===== src/rtl/cdc_feeder_pkg.sv =====
// Shared types and constants for the cdc_bus_feeder block and its FIFO.
package cdc_feeder_pkg;

   typedef enum logic [1:0] {
      IDLE  = 2'd0,
      ISSUE = 2'd1,
      BUSY  = 2'd2
   } state_t;

   // Occupancy needs one bit more than the pointers so that "full" is representable.
   function automatic int lvl_w(input int depth);
      return $clog2(depth) + 1;
   endfunction

   localparam state_t      RST_STATE = IDLE;
   localparam logic        RST_READY = 1'b0;
   localparam logic [31:0] RST_STAT  = 32'd0;

endpackage


===== src/rtl/cdc_bus_feeder_if.sv =====
// Word stream used on both sides of cdc_bus_feeder: data, valid and the return ready.
interface cdc_bus_feeder_if #(
   parameter int BUS_WIDTH = 32
);

   logic [BUS_WIDTH-1:0] bus;
   logic                 valid;
   logic                 ready;

   modport master (
      output bus,
      output valid,
      input  ready
   );

   modport slave (
      input  bus,
      input  valid,
      output ready
   );

endinterface


===== src/rtl/sync_fifo_lite.sv =====
// Single-clock FIFO with flush; head word is visible on pop_data without a read latency.
module sync_fifo_lite
   import cdc_feeder_pkg::*;
#(
   parameter int WIDTH = 32,
   parameter int DEPTH = 8
) (
   input  logic                    aclk,
   input  logic                    arstn,
   input  logic                    push,
   input  logic [WIDTH-1:0]        push_data,
   input  logic                    pop,
   output logic [WIDTH-1:0]        pop_data,
   input  logic                    flush,
   output logic                    full,
   output logic                    empty,
   output logic [lvl_w(DEPTH)-1:0] level
);

   localparam int PTR_W = $clog2(DEPTH);
   localparam int LVL_W = lvl_w(DEPTH);

   logic [WIDTH-1:0] mem [DEPTH];
   logic [PTR_W-1:0] wr_ptr;
   logic [PTR_W-1:0] rd_ptr;
   logic [LVL_W-1:0] count;
   logic             do_push;
   logic             do_pop;

   assign full     = (count == LVL_W'(DEPTH));
   assign empty    = (count == '0);
   assign level    = count;
   assign pop_data = mem[rd_ptr];

   // Flush wins over both operations on the same edge.
   assign do_push = push && !full && !flush;
   assign do_pop  = pop && !empty && !flush;

   // NOTE: sequential state is assigned with <= so every flop samples pre-edge values.
   always_ff @(posedge aclk or negedge arstn) begin
      if (!arstn) begin
         wr_ptr <= '0;
         rd_ptr <= '0;
         count  <= '0;
      end else if (flush) begin
         wr_ptr <= '0;
         rd_ptr <= '0;
         count  <= '0;
      end else begin
         if (do_push) begin
            wr_ptr <= wr_ptr + PTR_W'(1);
         end
         if (do_pop) begin
            rd_ptr <= rd_ptr + PTR_W'(1);
         end
         case ({do_push, do_pop})
            2'b10:   count <= count + LVL_W'(1);
            2'b01:   count <= count - LVL_W'(1);
            default: count <= count;
         endcase
      end
   end

   // NOTE: storage has no reset; only the pointers and count decide which words are live.
   always_ff @(posedge aclk) begin
      if (do_push) begin
         mem[wr_ptr] <= push_data;
      end
   end

endmodule


===== src/rtl/cdc_bus_feeder.sv =====
// Queues upstream words and issues each as a one-cycle request pulse to a CDC bridge.
// Optional activity counters are compiled in with `define CDC_FEEDER_STATS_EN.
module cdc_bus_feeder
   import cdc_feeder_pkg::*;
#(
   parameter int BUS_WIDTH = 32,
   parameter int DEPTH     = 8
) (
   input  logic                    aclk,
   input  logic                    arstn,
   cdc_bus_feeder_if.slave         s,
   input  logic                    s_flush,
   cdc_bus_feeder_if.master        m,
   output logic [lvl_w(DEPTH)-1:0] level
`ifdef CDC_FEEDER_STATS_EN
   ,
   output logic [31:0]             stat_sent,
   output logic [lvl_w(DEPTH)-1:0] stat_hwm
`endif
);

   state_t               state_q;
   state_t               state_d;
   logic [BUS_WIDTH-1:0] head;
   logic [BUS_WIDTH-1:0] m_bus_q;
   logic                 rdy_q;
   logic                 fifo_full;
   logic                 fifo_empty;
   logic                 push;
   logic                 pop;

   // rdy_q keeps s_ready low while in reset; afterwards only the registered level matters.
   assign s.ready = rdy_q && !fifo_full;
   assign push    = s.valid && s.ready;

   sync_fifo_lite #(
      .WIDTH (BUS_WIDTH),
      .DEPTH (DEPTH)
   ) u_fifo (
      .aclk      (aclk),
      .arstn     (arstn),
      .push      (push),
      .push_data (s.bus),
      .pop       (pop),
      .pop_data  (head),
      .flush     (s_flush),
      .full      (fifo_full),
      .empty     (fifo_empty),
      .level     (level)
   );

   always_ff @(posedge aclk or negedge arstn) begin
      if (!arstn) begin
         rdy_q <= RST_READY;
      end else begin
         rdy_q <= 1'b1;
      end
   end

   // NOTE: defaults first so no path through this block leaves an output unassigned.
   always_comb begin
      state_d = state_q;
      pop     = 1'b0;
      unique case (state_q)
         IDLE: begin
            // A flush on this edge empties the queue, so nothing may be taken from it.
            if (!fifo_empty && m.ready && !s_flush) begin
               pop     = 1'b1;
               state_d = ISSUE;
            end
         end
         ISSUE: begin
            state_d = BUSY;
         end
         BUSY: begin
            if (m.ready) begin
               state_d = IDLE;
            end
         end
         default: begin
            state_d = IDLE;
         end
      endcase
   end

   always_ff @(posedge aclk or negedge arstn) begin
      if (!arstn) begin
         state_q <= RST_STATE;
         m_bus_q <= '0;
      end else begin
         state_q <= state_d;
         if (pop) begin
            m_bus_q <= head;
         end
      end
   end

   // The request lasts exactly the ISSUE cycle, so it cannot repeat on back-to-back cycles.
   assign m.valid = (state_q == ISSUE);
   assign m.bus   = m_bus_q;

`ifdef CDC_FEEDER_STATS_EN
   always_ff @(posedge aclk or negedge arstn) begin
      if (!arstn) begin
         stat_sent <= RST_STAT;
         stat_hwm  <= '0;
      end else begin
         if (m.valid) begin
            stat_sent <= stat_sent + 32'd1;
         end
         if (level > stat_hwm) begin
            stat_hwm <= level;
         end
      end
   end
`endif

endmodule

===== src/flat_wrapper.sv =====
// flat-port wrapper written by rule: the top's interface ports become plain ports
module cdc_bus_feeder_flat import cdc_feeder_pkg::*;
#(
   parameter int BUS_WIDTH = 32,
   parameter int DEPTH     = 8
)
  (aclk, arstn, s_flush, level, s_bus, s_valid, s_ready, m_bus, m_valid, m_ready);
  cdc_bus_feeder_if #(.BUS_WIDTH(BUS_WIDTH)) s_i ();
  cdc_bus_feeder_if #(.BUS_WIDTH(BUS_WIDTH)) m_i ();
  input  logic aclk;
  input  logic arstn;
  input  logic s_flush;
  output logic [lvl_w(DEPTH)-1:0] level;
  input wire logic [$bits(s_i.bus)-1:0] s_bus;
  input wire logic [$bits(s_i.valid)-1:0] s_valid;
  output wire logic [$bits(s_i.ready)-1:0] s_ready;
  output wire logic [$bits(m_i.bus)-1:0] m_bus;
  output wire logic [$bits(m_i.valid)-1:0] m_valid;
  input wire logic [$bits(m_i.ready)-1:0] m_ready;
  assign s_i.bus = s_bus;
  assign s_i.valid = s_valid;
  assign s_ready = s_i.ready;
  assign m_bus = m_i.bus;
  assign m_valid = m_i.valid;
  assign m_i.ready = m_ready;
  cdc_bus_feeder #(.BUS_WIDTH(BUS_WIDTH), .DEPTH(DEPTH)) u_core (.aclk(aclk), .arstn(arstn), .s(s_i), .s_flush(s_flush), .m(m_i), .level(level));
endmodule

===== config.mk =====
export PLATFORM = sky130hd
export DESIGN_NAME = cdc_bus_feeder_flat
export DESIGN_NICKNAME = d
export VERILOG_FILES = /design/src/rtl/cdc_feeder_pkg.sv /design/src/rtl/cdc_bus_feeder_if.sv /design/src/rtl/sync_fifo_lite.sv /design/src/rtl/cdc_bus_feeder.sv /design/src/flat_wrapper.sv
export SDC_FILE = /design/constraint.sdc
export NUM_CORES = 1
export LEC_CHECK = 0
export BUFFER_PORTS_ARGS = -buffer_cell sky130_fd_sc_hd__buf_4
export CAP_MARGIN = 20
export CORE_UTILIZATION = 40
export DETAILED_ROUTE_END_ITERATION = 10
export HOLD_SLACK_MARGIN = 0.06
export PLACE_DENSITY_LB_ADDON = 0.1
export SYNTH_ARGS = -nofsm -noshare
export SYNTH_HDL_FRONTEND = slang
export SYNTH_SLANG_ARGS = --single-unit

===== constraint.sdc =====
create_clock -name aclk -period 7.8 [get_ports aclk]
set_clock_uncertainty 0.2 [all_clocks]
set_input_delay 1.17 -clock aclk [delete_from_list [all_inputs] [get_ports aclk]]
set_output_delay 1.17 -clock aclk [all_outputs]
set_load 0.01 [all_outputs]

* After elaboration in Yosys (flattened, before gate mapping)
Memory sizes are Yosys's and may differ from the RTL's. A register that Yosys moved wholly into a read port is not among the register bits.
Index checks and enable logic that the tools add are counted.
** Operators by class
- Add/subtract/negate cells :: 4
- Equality and inequality tests :: 7
- Muxes and demuxes :: 13
- Reductions and logical operators :: 18
** Operators with widths (count)
- 2-to-1 mux 3 bit :: 4
- logical AND 1 bit :: 8
- one-hot mux 4 bit (2 select lines) :: 1
- adder 3 x 1 -> 3 bit, second input constant :: 2
- one-hot mux 2 bit (3 select lines) :: 1
- adder 4 x 1 -> 4 bit, second input constant :: 1
- equality test 2 x 1 -> 1 bit, second input constant :: 2
- equality test 2 bit, second input constant :: 2
- equality test 4 bit, second input constant :: 1
- zero test 1 bit :: 4
- zero test 4 bit :: 1
- 2-to-1 mux 1 bit :: 4
- 2-to-1 mux 2 bit :: 2
- 2-to-1 mux 4 bit :: 1
- nonzero test 2 bit :: 2
- subtractor 4 x 1 -> 4 bit, second input constant :: 1
- nonzero test 3 bit :: 1
- zero test 2 bit :: 1
- != test 2 x 1 -> 1 bit, second input constant :: 1
- != test 2 bit, second input constant :: 1
- AND reduction 2 bit :: 1
** Word-level totals
- Register bits after elaboration :: 13
- Bits in writable memories :: 256
- Input bits :: 37
- Output and inout port bits :: 38
- Word-level logic and storage cells :: 48
- Memories kept :: 1
** Memory list
- u_core.u_fifo.mem :: depth 8, width 32, read ports 1, clocked after memory_dff 1, write ports 1, line sync_fifo_lite.sv:23 : logic [WIDTH-1:0] mem [DEPTH];

* Depth between registers and ports, before layout
Gate-level depths: netlist of run 1.
- Depth in word-level cells :: 11
- Gate-level depth with buffers :: 12
- Mapped depth without buffers :: 9

* Hierarchy
From an unflattened synthesis of run 1, not the netlist that was laid out.
** Second synthesis, totals
- Cells, all modules :: 526
- Area, all modules :: 11636.2 µm²
** Modules (own cells, without submodules)
- sync_fifo_lite :: times used 1, cells each 447, area an instance 10296.1 µm², sequential area each 7937.6 µm²
- cdc_bus_feeder :: times used 1, cells each 79, area an instance 1340.0 µm², sequential area each 875.8 µm²

* Least setup slack after synthesis of run 1
Ideal clock, no wire load.
- Kind :: input to register
- Start :: input s_valid
- End :: memory u_core.u_fifo.mem[1][0], enable pin
- Library setup time :: 513 ps
- Arrival time :: 5064 ps
- Data required time :: 7087 ps
- Setup slack :: 2024 ps
- Stages on the path :: 4
- Buffers on the path :: 0
- Path through :: nand2_1 > a21oi_2 > nand2b_1 > nor4b_1
** On the way
- Word-level cells in the longest chain between the ends :: 5
** Ends and longest elaborated chain
- from (decl) :: line flat_wrapper.sv:15 : input wire logic [$bits(s_i.valid)-1:0] s_valid;
- logical AND 1 bit :: line cdc_bus_feeder.sv:34 : assign push = s.valid && s.ready;
- logical AND 1 bit (2 in a row) :: line sync_fifo_lite.sv:36 : assign do_push = push && !full && !flush;
- 2-to-1 mux 1 bit :: line sync_fifo_lite.sv:66 : if (do_push) begin
- 2-to-1 mux 1 bit (implied by the code) :: line sync_fifo_lite.sv:67 : mem[wr_ptr] <= push_data;
- to (decl) :: line sync_fifo_lite.sv:23
No other way between the ends.

* Final worst setup path of run 1
- Start :: input s_flush
- End :: register u_core.u_fifo.count[3], in the netlist u_core.u_fifo.level[3]
** On the way
- Word-level cells in the longest chain between the ends :: 9
- Elaborated cells on any way between the ends :: 12
- Those cells by class :: 2 x eq/ne; 4 x mux; 6 x reduce/logical
** Ends and longest elaborated chain
- from (decl) :: line flat_wrapper.sv:12 : input logic s_flush;
- zero test 1 bit :: line sync_fifo_lite.sv:36, sync_fifo_lite.sv:37, cdc_bus_feeder.sv:67
- logical AND 1 bit :: line cdc_bus_feeder.sv:67 : if (!fifo_empty && m.ready && !s_flush) begin
- 2-to-1 mux 1 bit :: line cdc_bus_feeder.sv:67
- 2-to-1 mux 1 bit :: line cdc_bus_feeder.sv:64 : unique case (state_q)
- logical AND 1 bit (2 in a row) :: line sync_fifo_lite.sv:37 : assign do_pop = pop && !empty && !flush;
- equality test 2 x 1 -> 1 bit / equality test 2 bit (equally long branches) :: line sync_fifo_lite.sv:56 : case ({do_push, do_pop})
- one-hot mux 4 bit (2 select lines) :: line sync_fifo_lite.sv:56
- 2-to-1 mux 4 bit :: line sync_fifo_lite.sv:45 : end else if (flush) begin
- to (signal assigned) :: line sync_fifo_lite.sv:57 : 2'b10: count <= count + LVL_W'(1);
- to (signal assigned) :: line sync_fifo_lite.sv:58 : 2'b01: count <= count - LVL_W'(1);
- to (signal assigned) :: line sync_fifo_lite.sv:59 : default: count <= count;
- to (decl) :: line sync_fifo_lite.sv:26 : logic [LVL_W-1:0] count;
Several ways; a longest one is shown, not always the timed one.
A chain may end at the register's enable or synchronous reset.

==> impl_metrics.yaml, run 1 <==
pwr:
  power.leakage_uw: 0.00457
  p_sw_frac: 0.227
  powerDensity_nw_per_um2: 298
  clock_power_share: 0.396
  fin_total_pwr_uw: 4050
  vdd_drop_max_uv: 134
  pwr-share-comb: 0.129
  power_frac_seq: 0.475
  power_switching_uw: 918
  p_int_uw: 3140
final_layout:
  num_antenna_cells: 0
  fillerInstances: 2333
  final_core_util: 0.488
  instances_no_fill: 1049
  drive_above_1_share: 0.322
  final_nets: 688
  area_growth_pct: 19.3
worst_setup_path:
  rrSetupSlack_ns: 4.66
  reg2reg_from: "u_core.u_fifo.level[2]"
  cp_max_fo: 72
  crit_slowest_cell: "buf_4"
  crit_start: "s_flush"
  critPathLaunchType: "input port"
  r2r_cells: 9
  crit_path_end_kind: "flop"
  cp.arrival_ns: 3.63
  crit_top_cell: "buf_4"
  worstPathCellList: "buf_4 > nor4b_4 > o41ai_4 > buf_4 > nor2_1 > ha_1 > a21oi_1 > nand2_1 > and3_1 > o21ai_0 > nor3b_1"
  criticalPathCategory: "in -> reg"
  timing.rr.end: "u_core.u_fifo.level[3]"
  critPathTopFamily: "simple AND/OR/NAND/NOR gates"
  worst-path-stages: 11
  slowest_delay_ns: 0.35
  required_ns: 7.99
  critPathBufInv: 2
  crit_end: "u_core.u_fifo.level[3]"
place:
  dp_hpwl_um: 11100
  gp_congestion: 0.679
  dp.cells: 988
  dpl_worst_slack_ns: 3.89
  io_buffers: 74
clock_tree:
  cts_tree: "done"
  h-tree-depth: 2
  cts_buffers: 34
  ctsHoldBuffers: 0
  cts_setup_buffers: 0
  cts_sinks: 301
  clkSlewWorstSetupHoldPaths_ns: 0.06
  clockBufferDepth: 3
  clk_latency_ns: 0.50
  ctsResizeCount: 0
  cts_root_buf: "clkbuf_16"
logic_synthesis:
  ys_seq_area_frac: 0.772
  synth_xor_xnor_area_share: 0.00384
  synthFlopType: "edfxtp_1"
  synth_cells: 550
  yosysUniqueCellTypes: 35
  ys_ff_latch: 301
  syn_area_per_cell_um2: 20.8
  async_reset_ff_frac: 0.150
  synth_fa_ha_area_frac: 0.00614
  synth_edf_count: 256
  syn_nets: 592
  synth.area.mux_share: 0.156
  yosys.area_share.simple: 0.0304
  synth_top_family_by_area: "multiplexers"
  syn_area_um2: 11400
  yosysWarnings: 0
  synth_compound_area_frac: 0.0198
drt:
  wl_per_cell_um: 20.0
  drc_errors: 0
  first_pass_iters: 4
  top_layer: "met4"
  drtIter0Drc: 333
  met1_length_um: 9080
  viasPerCell: 5.04
  vias: 5282
  wl_met2_um: 10700
  wl_met3_um: 782
  drtAntennaViolNets: 0
  drt-total-wl_um: 21000
sta:
  setup_slack_ns: 4.36
  slew_viol_final: 0
  finalSetupViolCount: 0
  tightest_slew_ns: 1.02
  finalCritPeriodShare: 0.441
  tns_ns: 0
  rsz0062_at_grt: "false"
  relSlewSlack: 0.321
  finalHoldViolCount: 0
  fin_crit_ns: 3.44
  clock.fmax_mhz: 291
global_route:
  grt_pass1_wl_um: 32500
  grt_max_degree: 73
  antenna_found_initial: 0
  grt_pass1_vias: 5653
  gr-total-overflow: 0
  grt_util_all_layers: 0.152
floorplanning:
  rows: 61
  initial_core_util: 0.409
  die_area_um2: 29200
  die_h_um: 171
  io_pins: 75
  die_w_um: 171
  core_um2: 27900
run:
  drv_cap: 0
hold_path:
  hold_depth: 2
  hp-class: "reg -> reg"
status:
  status: "complete, no violations"
-- worst register-to-register path, stage by stage, from the launching register on --
cell     delay (ns)
dfrtp_1        0.46
o41ai_4        0.36
buf_4          0.59
nor2_1         0.21
ha_1           0.37
a21oi_1        0.14
nand2_1        0.10
and3_1         0.20
o21ai_0        0.17
nor3b_1        0.25
-- logic make-up after synthesis --
| logic type | count (synthesis) |
|---|---|
| and+or+nand+nor | 73 |
| DFF | 301 |
| muxes | 98 |
| xor gates and xnor gates | 5 |
| AOI/OAI and AO/OA | 39 |
| other | 1 |
| buffers and inverters | 28 |
| adders and majority gates | 5 |
-- cell usage in the layout, fill, tap and decap left out, drive strengths merged, types with 3 or more instances in the layout --
cell and count:
bufinv 5, mux4 64, mux2i 34, xnor2 3
dfrtp 45, ha 4, nand3b 3, nor2 13
nor3 4, buf 87, o21ai 34, edfxtp 256
nor4b 3, nand2 40, clkbuf 45, clkinv 9
inv 3
-- power groups by stage --
stage | Sequential, uW | Clock, uW | Combinational, uW
5_1_grt | 1940 | 1710 | 588
4_1_cts | 1930 | 1650 | 538
6_report | 1930 | 1610 | 523
2_1_floorplan | 1970 | 0 | 295
3_5_place_dp | 1960 | 0 | 536
3_3_place_gp | 1960 | 0 | 532
-- how the worst min path moves through the flow --
| stage | slack, ns | start | to |
|---|---|---|---|
| floorplan | 0.31 | u_core.m.bus[16] | u_core.m.bus[16] |
| global placement | 0.26 | u_core.m.bus[26] | u_core.m.bus[26] |
| detailed placement | 0.27 | u_core.m.bus[1] | u_core.m.bus[1] |
| CTS | 0.29 | u_core.m.bus[1] | u_core.m.bus[1] |
| global route | 0.30 | u_core.m.bus[24] | u_core.m.bus[24] |
| finish | 0.28 | u_core.m.bus[2] | u_core.m.bus[2] |
-- cell usage after synthesis (4+ instances only) --
cell,number,area [um^2]
ha_1,4,50.1
buf_1,5,18.8
o21ai_0,34,170
mux4_2,64,1440
mux2i_1,34,340
buf_2,10,50.1
nor2_1,13,48.8
edfxtp_1,256,7690
dfrtp_1,45,1130
clkbuf_1,10,37.5
nand2_1,40,150
nor3_1,4,20.0
-- sequential cells by signal, indices dropped and copies added (netlist names) --
signal                cells
u_core.u_fifo.mem       256
u_core.m.bus             32
u_core.u_fifo.level       4
u_core.u_fifo.rd_ptr      3
u_core.u_fifo.wr_ptr      3
u_core.state_q            2
u_core.rdy_q              1
-- routing by layer --
| metal | global-route usage | vias up |
|---|---|---|
| li1 | - | 2405 |
| met1 | 0.190 | 2748 |
| met2 | 0.267 | 97 |
| met3 | 0.0287 | 32 |
| met4 | 0.0470 | 0 |
| met5 | 0 | - |
-- layout make-up --
type / instances / area [um^2] / share of cell area
inverter: 1 / 3.75 / 0.000276
clock inverter: 16 / 209 / 0.0153
clock buffer: 45 / 933 / 0.0685
sequential: 301 / 8820 / 0.648
tap: 378 / 473 / 0.0347
timing repair buffer: 87 / 653 / 0.0480
multi-input combinational: 221 / 2530 / 0.186
-- through the flow --
stage               instance area [um^2]  hold WS [ns]
floorplan                          11400         0.314
detailed placement                 12500         0.274
finish                             13600         0.278
global route                       13600         0.298
CTS                                13600         0.286
global placement                   12500         0.264
No activity file was read; power rests on OpenSTA's default activity.
==> run 2: changes to the inputs <==
Clock period 7.8 ns to 3.18 ns, I/O delays scaled along.
==> impl_metrics.yaml, run 2 (synthesis gave the netlist of run 1 again) <==
worst_setup_path:
  crit_path_end_kind: "flop"
  crit_start: "u_core.u_fifo.level[1]"
  criticalPathCategory: "reg -> reg"
  required_ns: 3.13
  cp_max_fo: 19
  cp.arrival_ns: 2.65
  reg2reg_from: "u_core.u_fifo.level[1]"
  critPathLaunchType: "flop"
floorplanning:
  initial_core_util: 0.409
  core_um2: 27900
  die_h_um: 171
  die_w_um: 171
  io_pins: 75
  die_area_um2: 29200
  rows: 61
final_layout:
  final_common_cell: "edfxtp_1"
  num_antenna_cells: 0
  largest_register: "u_core.u_fifo.mem"
  final_cell_mix: "256 x edfxtp_1, 97 x buf_4, 64 x mux4_2"
  stdcell_area_um2: 14000
  largest_reg_flops: 256
  area_growth_pct: 22.5
  final_core_util: 0.501
  drive_above_1_share: 0.316
  final_nets: 733
  instances_no_fill: 1094
clock_tree:
  clkSlewWorstSetupHoldPaths_ns: 0.06
  cts_setup_buffers: 0
  clockBufferDepth: 3
  h-tree-depth: 2
  cts_buffers: 34
  cts_sinks: 301
  ctsResizeCount: 0
  cts_tree: "done"
  cts_root_buf: "clkbuf_16"
  clk_latency_ns: 0.50
global_route:
  grt_util_all_layers: 0.164
  grt_pass1_vias: 5795
  antenna_found_initial: 0
  grt_max_degree: 46
  gr-total-overflow: 0
  grt_pass1_wl_um: 34800
sta:
  slew_viol_final: 0
  rsz0062_at_grt: "false"
  fin_crit_ns: 2.70
  finalSetupViolCount: 0
  tns_ns: 0
  finalCritPeriodShare: 0.849
  finalHoldViolCount: 0
  clock.fmax_mhz: 370
  setup_slack_ns: 0.480
  tightest_slew_ns: 0.765
  relSlewSlack: 0.490
hold_path:
  hp-class: "in -> reg"
  min_from: "s_flush"
pwr:
  powerDensity_nw_per_um2: 689
  power.leakage_uw: 0.00473
  vdd_drop_max_uv: 451
drt:
  drt-total-wl_um: 23000
  drc_errors: 0
  drtAntennaViolNets: 0
  vias: 5445
  drtIter0Drc: 338
  viasPerCell: 4.98
  wl_per_cell_um: 21.1
  first_pass_iters: 4
status:
  status: "complete, no violations"
place:
  dp.cells: 1000
  io_buffers: 74
  dp_hpwl_um: 13100
  dpl_cell_area_um2: 12600
  gp_congestion: 0.698
  dpl_worst_slack_ns: 0.390
run:
  drv_cap: 0
-- run 2: worst paths after layout --
check	cells past startpoint	end	slack [ns]
max	5	u_core.u_fifo.mem[5][26]	0.48
min	2	u_core.u_fifo.level[1]	0.15
max reg2reg	5	u_core.u_fifo.mem[5][26]	0.48
min reg2reg	2	u_core.m.bus[31]	0.28
max in group asynchronous	2	u_core.u_fifo.rd_ptr[0]	1.88
min in group asynchronous	2	u_core.m.bus[22]	0.39
-- run 2: critical path, stage by stage, from the launching register on --
cell and delay (ns):
dfrtp_1 0.53, nor3_1 0.12, a21oi_2 0.45, nand2_1 0.35, nor4b_4 0.31, buf_4 0.39
-- run 2: repair_timing --
action                                  4_1_cts  5_1_grt
endpoints found under the setup margin        0        0
endpoints found under the hold margin       301        0
hold buffers                                 33        0
-- run 2: power by group --
group          switching [uW]  internal [uW]  total (uW)  leakage (uW)
sequential                208           4520        4730       0.00287
clock                    1480           2080        3560      0.000504
combinational             607            739        1350       0.00135
-- run 2: final cells by class --
class | instances | area [um^2]
fill | 2335 | 13900
inverter | 1 | 3.75
clock buffer | 42 | 932
multi-input combinational | 221 | 2560
clock inverter | 19 | 96.3
sequential | 301 | 8820
timing repair buffer | 132 | 1100
tap | 378 | 473
-- run 2: stage by stage --
stage	hold slack, ns	power, uW
4_1_cts	0.137	9780
5_1_grt	0.163	10100
6_report	0.154	9640
3_5_place_dp	0.272	6170
3_3_place_gp	0.264	6140
2_1_floorplan	-0.0186	5560
-- run 2: layer usage --
layer,up-vias,routed length (um),global-route usage
li1,2497,-,-
met1,2805,10100,0.214
met2,110,11700,0.283
met3,33,838,0.0282
met4,0,473,0.0481
met5,-,0,0
==> run 3: changes to the inputs <==
Clock period 3.18 ns to 2.36 ns, I/O delays scaled along.
==> impl_metrics.yaml, run 3 (synthesis gave the netlist of run 1 again) <==
status:
  status: "complete, no violations"
hold_path:
  hold_depth: 3
  hp-class: "in -> reg"
clock_tree:
  cts_root_buf: "clkbuf_16"
  clk_latency_ns: 0.54
  cts_sinks: 301
  cts_tree: "done"
  h-tree-depth: 1
  clockBufferDepth: 3
  cts_buffers: 31
  clkSlewWorstSetupHoldPaths_ns: 0.06
drt:
  top_layer: "met4"
  wl_met2_um: 11700
  drtIter0Drc: 344
  drtAntennaViolNets: 0
  vias: 5551
  drc_errors: 0
  wl_met3_um: 797
  met1_length_um: 10200
  viasPerCell: 5.06
  wl_per_cell_um: 21.1
  drt-total-wl_um: 23100
  first_pass_iters: 4
floorplanning:
  io_pins: 75
  die_h_um: 171
  die_area_um2: 29200
  rows: 61
  initial_core_util: 0.409
  core_um2: 27900
  die_w_um: 171
run:
  drv_cap: 0
sta:
  tightest_slew_ns: 0.703
  relSlewSlack: 0.531
  finalCritPeriodShare: 0.973
  finalHoldViolCount: 0
  finalSetupViolCount: 0
  clock.fmax_mhz: 435
  rsz0062_at_grt: "true"
  fin_crit_ns: 2.30
  slew_viol_final: 0
  hold_slack_ns: 0.104
worst_setup_path:
  r2r_cells: 8
  cp.arrival_ns: 2.51
  critPathLaunchType: "flop"
  criticalPathCategory: "reg -> reg"
  required_ns: 2.58
  crit_slowest_cell: "dfrtp_2"
  worstPathCellList: "o41ai_4 > nor2_4 > ha_4 > nand3_1 > nand2_2 > and3_4 > o21ai_1 > nor3b_2"
  cp_max_fo: 5
  crit_path_end_kind: "flop"
  rrSetupSlack_ns: 0.06
  slowest_delay_ns: 0.48
final_layout:
  area_growth_pct: 24.2
  final_common_cell: "edfxtp_1"
  largest_reg_flops: 256
  stdcell_area_um2: 14200
  final_core_util: 0.508
  final_cell_mix: "256 x edfxtp_1, 90 x buf_4, 64 x mux4_2"
  largest_register: "u_core.u_fifo.mem"
  final_nets: 737
  drive_above_1_share: 0.330
pwr:
  powerDensity_nw_per_um2: 898
  clock_power_share: 0.348
  p_int_uw: 9710
  power_frac_seq: 0.497
  p_sw_frac: 0.237
  power.leakage_uw: 0.00475
  pwr-share-comb: 0.156
  power_switching_uw: 3020
  vdd_drop_max_uv: 572
global_route:
  grt_max_degree: 47
  grt_util_all_layers: 0.167
  grt_pass1_vias: 6122
  antenna_found_initial: 1
  grt_pass1_wl_um: 35700
  gr-total-overflow: 0
place:
  gp_congestion: 0.703
  dpl_cell_area_um2: 12900
  dp_hpwl_um: 13000
  io_buffers: 74
run 3: cell types whose count changed in the layout (fill, tap and decap cells not counted), sizes merged:
cell | previous run | this run
bufinv | 0 | 1
clkinv | 16 | 11
diode | 0 | 1
buf | 99 | 105
clkinvlp | 2 | 1
dlygate4sd3 | 33 | 34
clkbuf | 42 | 44
inv | 2 | 1
run 3: timing repair:
action | CTS | global route
setup buffers | 1 | 0
endpoints found under the setup margin | 1 | 1
gates resized for setup | 7 | 5
gates cloned | 0 | 0
hold endpoints to repair | 302 | 0
pin swaps | 3 | 6
hold buffers | 34 | 0
run 3: final cells by class:
cell class | count | area, um^2
fillers | 2293 | 13800
well taps | 378 | 473
diodes | 1 | 2.50
multi-input cells | 221 | 2650
clock inverters | 13 | 85.1
flip-flops and latches | 301 | 8820
inverters | 1 | 3.75
repair buffers | 139 | 1310
clock buffers | 44 | 835
run 3: layer usage:
layer	vias to the layer above	global-route usage
li1	2516	-
met1	2903	0.217
met2	102	0.295
met3	30	0.0215
met4	0	0.0474
met5	-	0
run 3: path summary, 6_finish.rpt:
path / from / to
setup / recovery: u_core.u_fifo.level[2] / u_core.u_fifo.level[3]
hold / removal: s_flush / u_core.u_fifo.rd_ptr[2]
setup reg to reg: u_core.u_fifo.level[2] / u_core.u_fifo.level[3]
hold reg to reg: u_core.m.bus[22] / u_core.m.bus[22]
max in group asynchronous: arstn / u_core.u_fifo.rd_ptr[0]
min in group asynchronous: arstn / u_core.u_fifo.level[2]
run 3: power by group through the flow:
| stage | clock [uW] | sequential (uW) | combinational [uW] |
|---|---|---|---|
| floorplan | 0 | 6510 | 998 |
| global placement | 0 | 6420 | 1920 |
| detailed placement | 0 | 6430 | 1960 |
| CTS | 4560 | 6330 | 2030 |
| global route | 4740 | 6370 | 2200 |
| finish | 4430 | 6320 | 1980 |
run 3: worst max-delay path: cells and delay by family, from the launching register on:
kind / cells / cell delay [ns]
adder cells (fa/ha/maj): 1 / 0.29
AO/OA/AOI/OAI: 2 / 0.54
AND/OR/NAND/NOR: 5 / 0.66
flip-flops: 1 / 0.48
run 3: stage by stage:
step / total power (uW) / setup WS, ns / setup TNS [ns] / instances
CTS: 12900 / 0.0383 / 0 / 1097
detailed placement: 8400 / -0.174 / -0.174 / 1005
global placement: 8340 / -0.0589 / -0.0589 / 1005
finish: 12700 / 0.0635 / 0 / 1098
floorplan: 7510 / -0.400 / -56.58 / 550
global route: 13300 / -0.00186 / -0.00780 / 1098
